==> src/rtl/bank_isu_credit_arb.sv <==
// Credit-gated round-robin issue arbiter for three ISU channels feeding the SC/xbar port.
// Optional per-channel stall counters are enabled with `define ISU_ARB_STALL_CNT_EN.
module bank_isu_credit_arb #(
    parameter int NUM_CH      = 3,
    parameter int PAYLOAD_W   = 150,
    parameter int CREDIT_W    = 3,
    parameter int INIT_CREDIT = 4
) (
    input  logic                          clk_i,
    input  logic                          rst_i,
    input  logic [NUM_CH-1:0]             req_valid_i,
    output logic [NUM_CH-1:0]             req_ready_o,
    input  logic [NUM_CH*PAYLOAD_W-1:0]   req_payload_i,
    input  logic [NUM_CH-1:0]             credit_return_i,
    output logic                          issue_valid_o,
    input  logic                          issue_ready_i,
    output logic [1:0]                    issue_ch_id_o,
    output logic [PAYLOAD_W-1:0]          issue_payload_o,
    output logic [NUM_CH*CREDIT_W-1:0]    credit_cnt_o,
`ifdef ISU_ARB_STALL_CNT_EN
    output logic [NUM_CH*16-1:0]          stall_cnt_o,
`endif
    output logic                          credit_err_o
);

    localparam logic [CREDIT_W-1:0] CREDIT_MAX  = {CREDIT_W{1'b1}};
    localparam logic [CREDIT_W-1:0] CREDIT_INIT = CREDIT_W'(INIT_CREDIT);

    // Modulo-3 ring step used by the round-robin search.
    function automatic logic [1:0] ring_add(input logic [1:0] base, input logic [1:0] step);
        logic [2:0] sum;
        sum = {1'b0, base} + {1'b0, step};
        if (sum >= 3'd3) begin
            return 2'(sum - 3'd3);
        end else begin
            return sum[1:0];
        end
    endfunction

    logic [1:0]                 last_gnt_q, last_gnt_d;
    logic [NUM_CH*CREDIT_W-1:0] credit_q, credit_d;
    logic                       credit_err_q, credit_err_d;
    logic                       issue_valid_q, issue_valid_d;
    logic [1:0]                 issue_ch_id_q, issue_ch_id_d;
    logic [PAYLOAD_W-1:0]       issue_payload_q, issue_payload_d;
    logic [NUM_CH-1:0]          eligible_s, grant_s;
    logic [1:0]                 gnt_idx_s, cand_s;
    logic                       gnt_any_s, slot_free_s;

    // Eligibility and round-robin grant starting after the last granted channel.
    always_comb begin
        eligible_s  = '0;
        grant_s     = '0;
        gnt_idx_s   = 2'd0;
        gnt_any_s   = 1'b0;
        cand_s      = 2'd0;
        slot_free_s = ~issue_valid_q | issue_ready_i;
        for (int i = 0; i < NUM_CH; i++) begin
            eligible_s[i] = req_valid_i[i] & (credit_q[i*CREDIT_W +: CREDIT_W] != '0);
        end
        for (int k = 1; k <= NUM_CH; k++) begin
            cand_s = ring_add(last_gnt_q, 2'(k));
            if (!gnt_any_s && slot_free_s && !rst_i && eligible_s[cand_s]) begin
                gnt_any_s       = 1'b1;
                gnt_idx_s       = cand_s;
                grant_s[cand_s] = 1'b1;
            end else begin
                gnt_any_s = gnt_any_s;
            end
        end
    end

    // Credit counters: a return at the maximum is dropped and flagged.
    always_comb begin
        credit_d     = credit_q;
        credit_err_d = credit_err_q;
        for (int i = 0; i < NUM_CH; i++) begin
            case ({credit_return_i[i], grant_s[i]})
                2'b10: begin
                    if (credit_q[i*CREDIT_W +: CREDIT_W] != CREDIT_MAX) begin
                        credit_d[i*CREDIT_W +: CREDIT_W] = credit_q[i*CREDIT_W +: CREDIT_W] + {{(CREDIT_W-1){1'b0}}, 1'b1};
                    end else begin
                        credit_err_d = 1'b1;
                    end
                end
                2'b01: credit_d[i*CREDIT_W +: CREDIT_W] = credit_q[i*CREDIT_W +: CREDIT_W] - {{(CREDIT_W-1){1'b0}}, 1'b1};
                2'b11: begin
                    if (credit_q[i*CREDIT_W +: CREDIT_W] == CREDIT_MAX) begin
                        credit_err_d = 1'b1;
                    end else begin
                        credit_err_d = credit_err_d;
                    end
                end
                default: credit_d[i*CREDIT_W +: CREDIT_W] = credit_q[i*CREDIT_W +: CREDIT_W];
            endcase
        end
    end

    // Output slot: load on grant, drain on handshake, otherwise hold.
    always_comb begin
        issue_valid_d   = issue_valid_q;
        issue_ch_id_d   = issue_ch_id_q;
        issue_payload_d = issue_payload_q;
        last_gnt_d      = last_gnt_q;
        if (gnt_any_s) begin
            issue_valid_d   = 1'b1;
            issue_ch_id_d   = gnt_idx_s;
            issue_payload_d = req_payload_i[gnt_idx_s*PAYLOAD_W +: PAYLOAD_W];
            last_gnt_d      = gnt_idx_s;
        end else if (issue_valid_q && issue_ready_i) begin
            issue_valid_d = 1'b0;
        end else begin
            issue_valid_d = issue_valid_q;
        end
    end

    // Arbiter state registers.
    always_ff @(posedge clk_i or posedge rst_i) begin
        if (rst_i) begin
            last_gnt_q      <= 2'd2;
            credit_q        <= {NUM_CH{CREDIT_INIT}};
            credit_err_q    <= 1'b0;
            issue_valid_q   <= 1'b0;
            issue_ch_id_q   <= 2'd0;
            issue_payload_q <= '0;
        end else begin
            last_gnt_q      <= last_gnt_d;
            credit_q        <= credit_d;
            credit_err_q    <= credit_err_d;
            issue_valid_q   <= issue_valid_d;
            issue_ch_id_q   <= issue_ch_id_d;
            issue_payload_q <= issue_payload_d;
        end
    end

`ifdef ISU_ARB_STALL_CNT_EN
    logic [NUM_CH*16-1:0] stall_cnt_q, stall_cnt_d;

    // Saturating count of cycles each channel waited with a pending request.
    always_comb begin
        stall_cnt_d = stall_cnt_q;
        for (int i = 0; i < NUM_CH; i++) begin
            if (req_valid_i[i] && !grant_s[i] && (stall_cnt_q[i*16 +: 16] != 16'hFFFF)) begin
                stall_cnt_d[i*16 +: 16] = stall_cnt_q[i*16 +: 16] + 16'd1;
            end else begin
                stall_cnt_d[i*16 +: 16] = stall_cnt_q[i*16 +: 16];
            end
        end
    end

    // Stall counter registers.
    always_ff @(posedge clk_i or posedge rst_i) begin
        if (rst_i) begin
            stall_cnt_q <= '0;
        end else begin
            stall_cnt_q <= stall_cnt_d;
        end
    end

    assign stall_cnt_o = stall_cnt_q;
`endif

    assign req_ready_o     = grant_s;
    assign issue_valid_o   = issue_valid_q;
    assign issue_ch_id_o   = issue_ch_id_q;
    assign issue_payload_o = issue_payload_q;
    assign credit_cnt_o    = credit_q;
    assign credit_err_o    = credit_err_q;

endmodule
==> config.mk <==
export PLATFORM = sky130hd
export DESIGN_NAME = bank_isu_credit_arb
export DESIGN_NICKNAME = d
export VERILOG_FILES = /design/src/rtl/bank_isu_credit_arb.sv
export SDC_FILE = /design/constraint.sdc
export NUM_CORES = 1
export LEC_CHECK = 0
export CAP_MARGIN = 20
export CORE_AREA = 2 2 240 242
export DETAILED_ROUTE_END_ITERATION = 6
export DIE_AREA = 0 0 242 244
export GPL_ROUTABILITY_DRIVEN = 0
export SLEW_MARGIN = 20
export SYNTH_ARGS = -nofsm -noshare
export SYNTH_HDL_FRONTEND = slang
export SYNTH_SLANG_ARGS = --single-unit
==> constraint.sdc <==
create_clock -name clk_i -period 19.5 [get_ports clk_i]
set_input_delay 3.9 -clock clk_i [delete_from_list [all_inputs] [get_ports clk_i]]
set_output_delay 3.9 -clock clk_i [all_outputs]
set_load 0.01 [all_outputs]
==> impl_metrics.csv <==
group,metric,value,unit
grt,grt_pass1_wl,66.37,mm
grt,antenna_found_initial,7,
detailed_routing,drtPass1Iterations,6,
pwr,fin_total_pwr,2.238,mW
sta,setup_tns,0,ns
detailed_routing,postRouteAntennaNets,0,
worst_hold_path,hp-class,"reg2reg",
sta,hold_ws,0.4775,ns
synth,synth_seq_cells,164,
cts,clkTransAtPathRegs,0.07,ns
synth,synthCells,844,
detailed_routing,drc_errors,0,
setup_path,r2r-end,"issue_payload_o[42]",
placement,placed_area,0.01587,mm²
cts,root_buffer,"clkbuf_16",
pwr,p_sw,887.7,µW
setup_path,r2r-start,"last_gnt_q[0]",
sta,drv_slew,0,
cts,htree_levels,4,
worst_hold_path,min_to,"issue_ch_id_o[1]",
setup_path,cpMostUsedCell,"clkdlybuf4s50_1",
grt,track_usage,14.84,%
setup_path,worst_setup_path_start_kind,"input port",
cts,clock_path_buffers,2,
cts,cts_tree,"yes",
worst_hold_path,holdCritStartpoint,"issue_ch_id_o[1]",
layout,syn2layout_area_growth,83.12,%
pwr,power_frac_comb,54.9,%
sta,fmaxAchievable,96.19,MHz
detailed_routing,drt_iter0_drc,637,
floorplan,ios,625,
placement,dpl.hpwl,34.48,mm
synth,yosysWarnings,0,
synth,syn-cell-area,0.008984,mm²
pwr,switching_share,39.68,%
pwr,seqPwrFrac,29.3,%
detailed_routing,vias_per_cell,4.384,
layout,drive_gt1_share,4.053,%
setup_path,r2r_cells,9,
sta,tightest_slew,0.9860,ns
setup_path,worst_path_max_delay_cell,"clkdlybuf4s50_1",
sta,setup_viol,0,
cts,cts_buffers,17,
grt,grt_pass1_vias,10104,
grt,grt-ovfl-total,0,
floorplan,start_util,15.99,%
cts,ctsResizeCount,0,
cts,clock_sinks,164,
setup_path,rrSetupSlack,14.78,ns
sta,slew_headroom,34.27,%
worst_hold_path,hold-path-cell-count,1,
setup_path,cp_data_required_time,15.60,ns
pwr,vdd_drop_max,0.00009466,V
layout,final_area,0.01645,mm²
sta,rsz0062_at_grt,"false",
floorplan,die_y,244,µm
sta,fin_skew,0.01184,ns
cts,cts_hold_buf,0,
sta,fin_crit,10.40,ns
synth,syn_nets,1312,
pwr,p_int,1.350,mW
sta,fin_crit_sh,53.31,%
setup_path,crit_fanout,32,
floorplan,die-area,0.05905,mm²
setup_path,critPathArrivalTime,6.50,ns
layout,fill_cells,5949,
layout,nets,1888,
cts,cts_setup_buffers,0,
setup_path,end_kind,"primary output",
detailed_routing,vias,9592,
grt,grt_max_degree,153,
synth,yosysSeqAreaShare,45.74,%
floorplan,rows,87,
setup_path,crit_type,"in2out",
sta,final_hold_viol_count,0,
floorplan,die_w,242,µm
placement,io_buffers,624,
floorplan,core,0.05617,mm²
setup_path,slowest_delay,0.56,ns
setup_path,crit_chain,"clkdlybuf4s50_1, inv_6, and2_0, o21ai_1, o31ai_1, buf_4, clkdlybuf4s50_1",
pwr,p_clk_share,15.8,%
placement,dp_cells,2157,
synth,syn_avg_cell_area,10.64,µm²
flow_run,drv_cap,0,
pwr,cellPowerDensity,136.0,mW/mm²
synth,yosysUniqueCellTypes,54,
pwr,p_leak,7.050,nW
status,status,"finished, final reports clean",
detailed_routing,wl,44.69,mm
cts,worstSkewPairLatency,0.47,ns
detailed_routing,post_drt_wl_per_cell,20.42,µm
layout,stdcell_count,2188,
stage by stage:
step | setup slack (ns) | util (%)
2_1_floorplan | 7.040 | -
3_3_place_gp | 9.077 | 28.25
3_5_place_dp | 9.072 | 28.25
4_1_cts | 9.073 | 29.28
5_1_grt | 8.950 | 29.29
6_report | 9.104 | 29.29
worst max path at each step:
stage,start,to,slack [ns],cells after the start
floorplan,rst_i,req_ready_o[2],7.04,5
detailed placement,rst_i,req_ready_o[2],9.07,7
global placement,rst_i,req_ready_o[2],9.08,7
CTS,rst_i,req_ready_o[2],9.07,7
finish,rst_i,req_ready_o[2],9.10,7
global route,req_valid_i[1],req_ready_o[0],8.95,8
placed cells by master, fill, tap and decap left out, drive strengths merged, types with 4 or more instances in the layout:
master / n
o311ai: 4
nor2b: 5
nand3: 5
a211oi: 4
clkbuf: 20
dfrtp: 160
nor2: 6
o211ai: 4
clkdlybuf4s50: 624
o21ai: 163
inv: 18
buf: 12
mux2i: 158
nand2: 17
nor4: 4
ha: 6
a22oi: 151
a21oi: 10
dfstp: 4
o31ai: 7
critical path: cells and delay by family:
| kind | cells | cell delay, ns |
|---|---|---|
| compound gates | 2 | 0.60 |
| buf+inv | 4 | 1.56 |
| simple gates | 1 | 0.39 |
cells by family (layout without fill, tap and decap cells):
logic type                 Yosys count  count (layout)  share of synthesized area, %
AOI/OAI and AO/OA                  363             363                         26.31
xor gates and xnor gates             3               3                        0.2925
adders and majority gates            9               9                         1.504
buffers and inverters               93             680                         5.348
DFF                                164             164                         45.74
muxes                              161             161                         17.98
other                                0               1                             0
and+or+nand+nor                     51              51                         2.827
flip-flops by register name (all words and copies together) (netlist names):
register,count
issue_valid_o,1
issue_payload_o,150
issue_ch_id_o,1
credit_err_o,1
last_gnt_q,2
credit_cnt_o,9
cell type report:
type / count / area [µm²] / share of cell area (%)
Inverter: 14 / 57.56 / 0.3499
Clock buffer: 20 / 456.7 / 2.776
Tap cell: 756 / 945.9 / 5.750
Antenna cell: 1 / 2.502 / 0.01521
Clock inverter: 10 / 122.6 / 0.7454
Timing Repair Buffer: 636 / 6349 / 38.59
Sequential cell: 164 / 4109 / 24.98
Multi-Input combinational cell: 587 / 4408 / 26.79
cell usage after synthesis (all sizes together):
master	number	area share, %
a2111oi	2	0.20
a211oi	4	0.39
a21boi	1	0.084
a21o	2	0.17
a21oi	10	0.68
a221o	1	0.11
a221oi	1	0.098
a22oi	151	13
a31oi	1	0.14
a41oi	1	0.098
and2	1	0.070
and3	1	0.070
buf	46	3.3
clkbuf	33	1.4
dfrtp	160	45
dfstp	4	1.2
fa	3	0.67
ha	6	0.84
inv	14	0.58
mux2	3	0.38
mux2i	158	18
nand2	17	0.71
nand2b	3	0.21
nand3	5	0.28
nand3b	2	0.17
nand4	2	0.14
nor2	6	0.25
nor2b	5	0.35
nor3	3	0.17
nor4	4	0.28
o2111a	1	0.13
o211a	1	0.11
o211ai	4	0.33
o21a	1	0.084
o21ai	163	9.1
o22ai	2	0.14
o311a	2	0.22
o311ai	4	0.39
o31a	3	0.29
o31ai	7	0.85
o41ai	1	0.098
or2	2	0.14
xnor2	2	0.20
xor2	1	0.098
metal layers:
| metal | part of all wire (%) | GRT usage, % | routed length (µm) |
|---|---|---|---|
| met3 | 7.4 | 4.653 | 3308 |
| met4 | 1.8 | 4.484 | 791 |
| met5 | 0 | 0 | 0 |
| met1 | 39 | 17.17 | 17650 |
| met2 | 51 | 26.15 | 22940 |
power by group through the flow:
stage	Combinational, mW	Sequential, mW	Clock (mW)
floorplan	0.591	0.695	0
global placement	1.22	0.653	0
detailed placement	1.24	0.655	0
CTS	1.24	0.655	0.370
global route	1.33	0.676	0.383
finish	1.23	0.655	0.354
(Power assumes the default switching activity.)
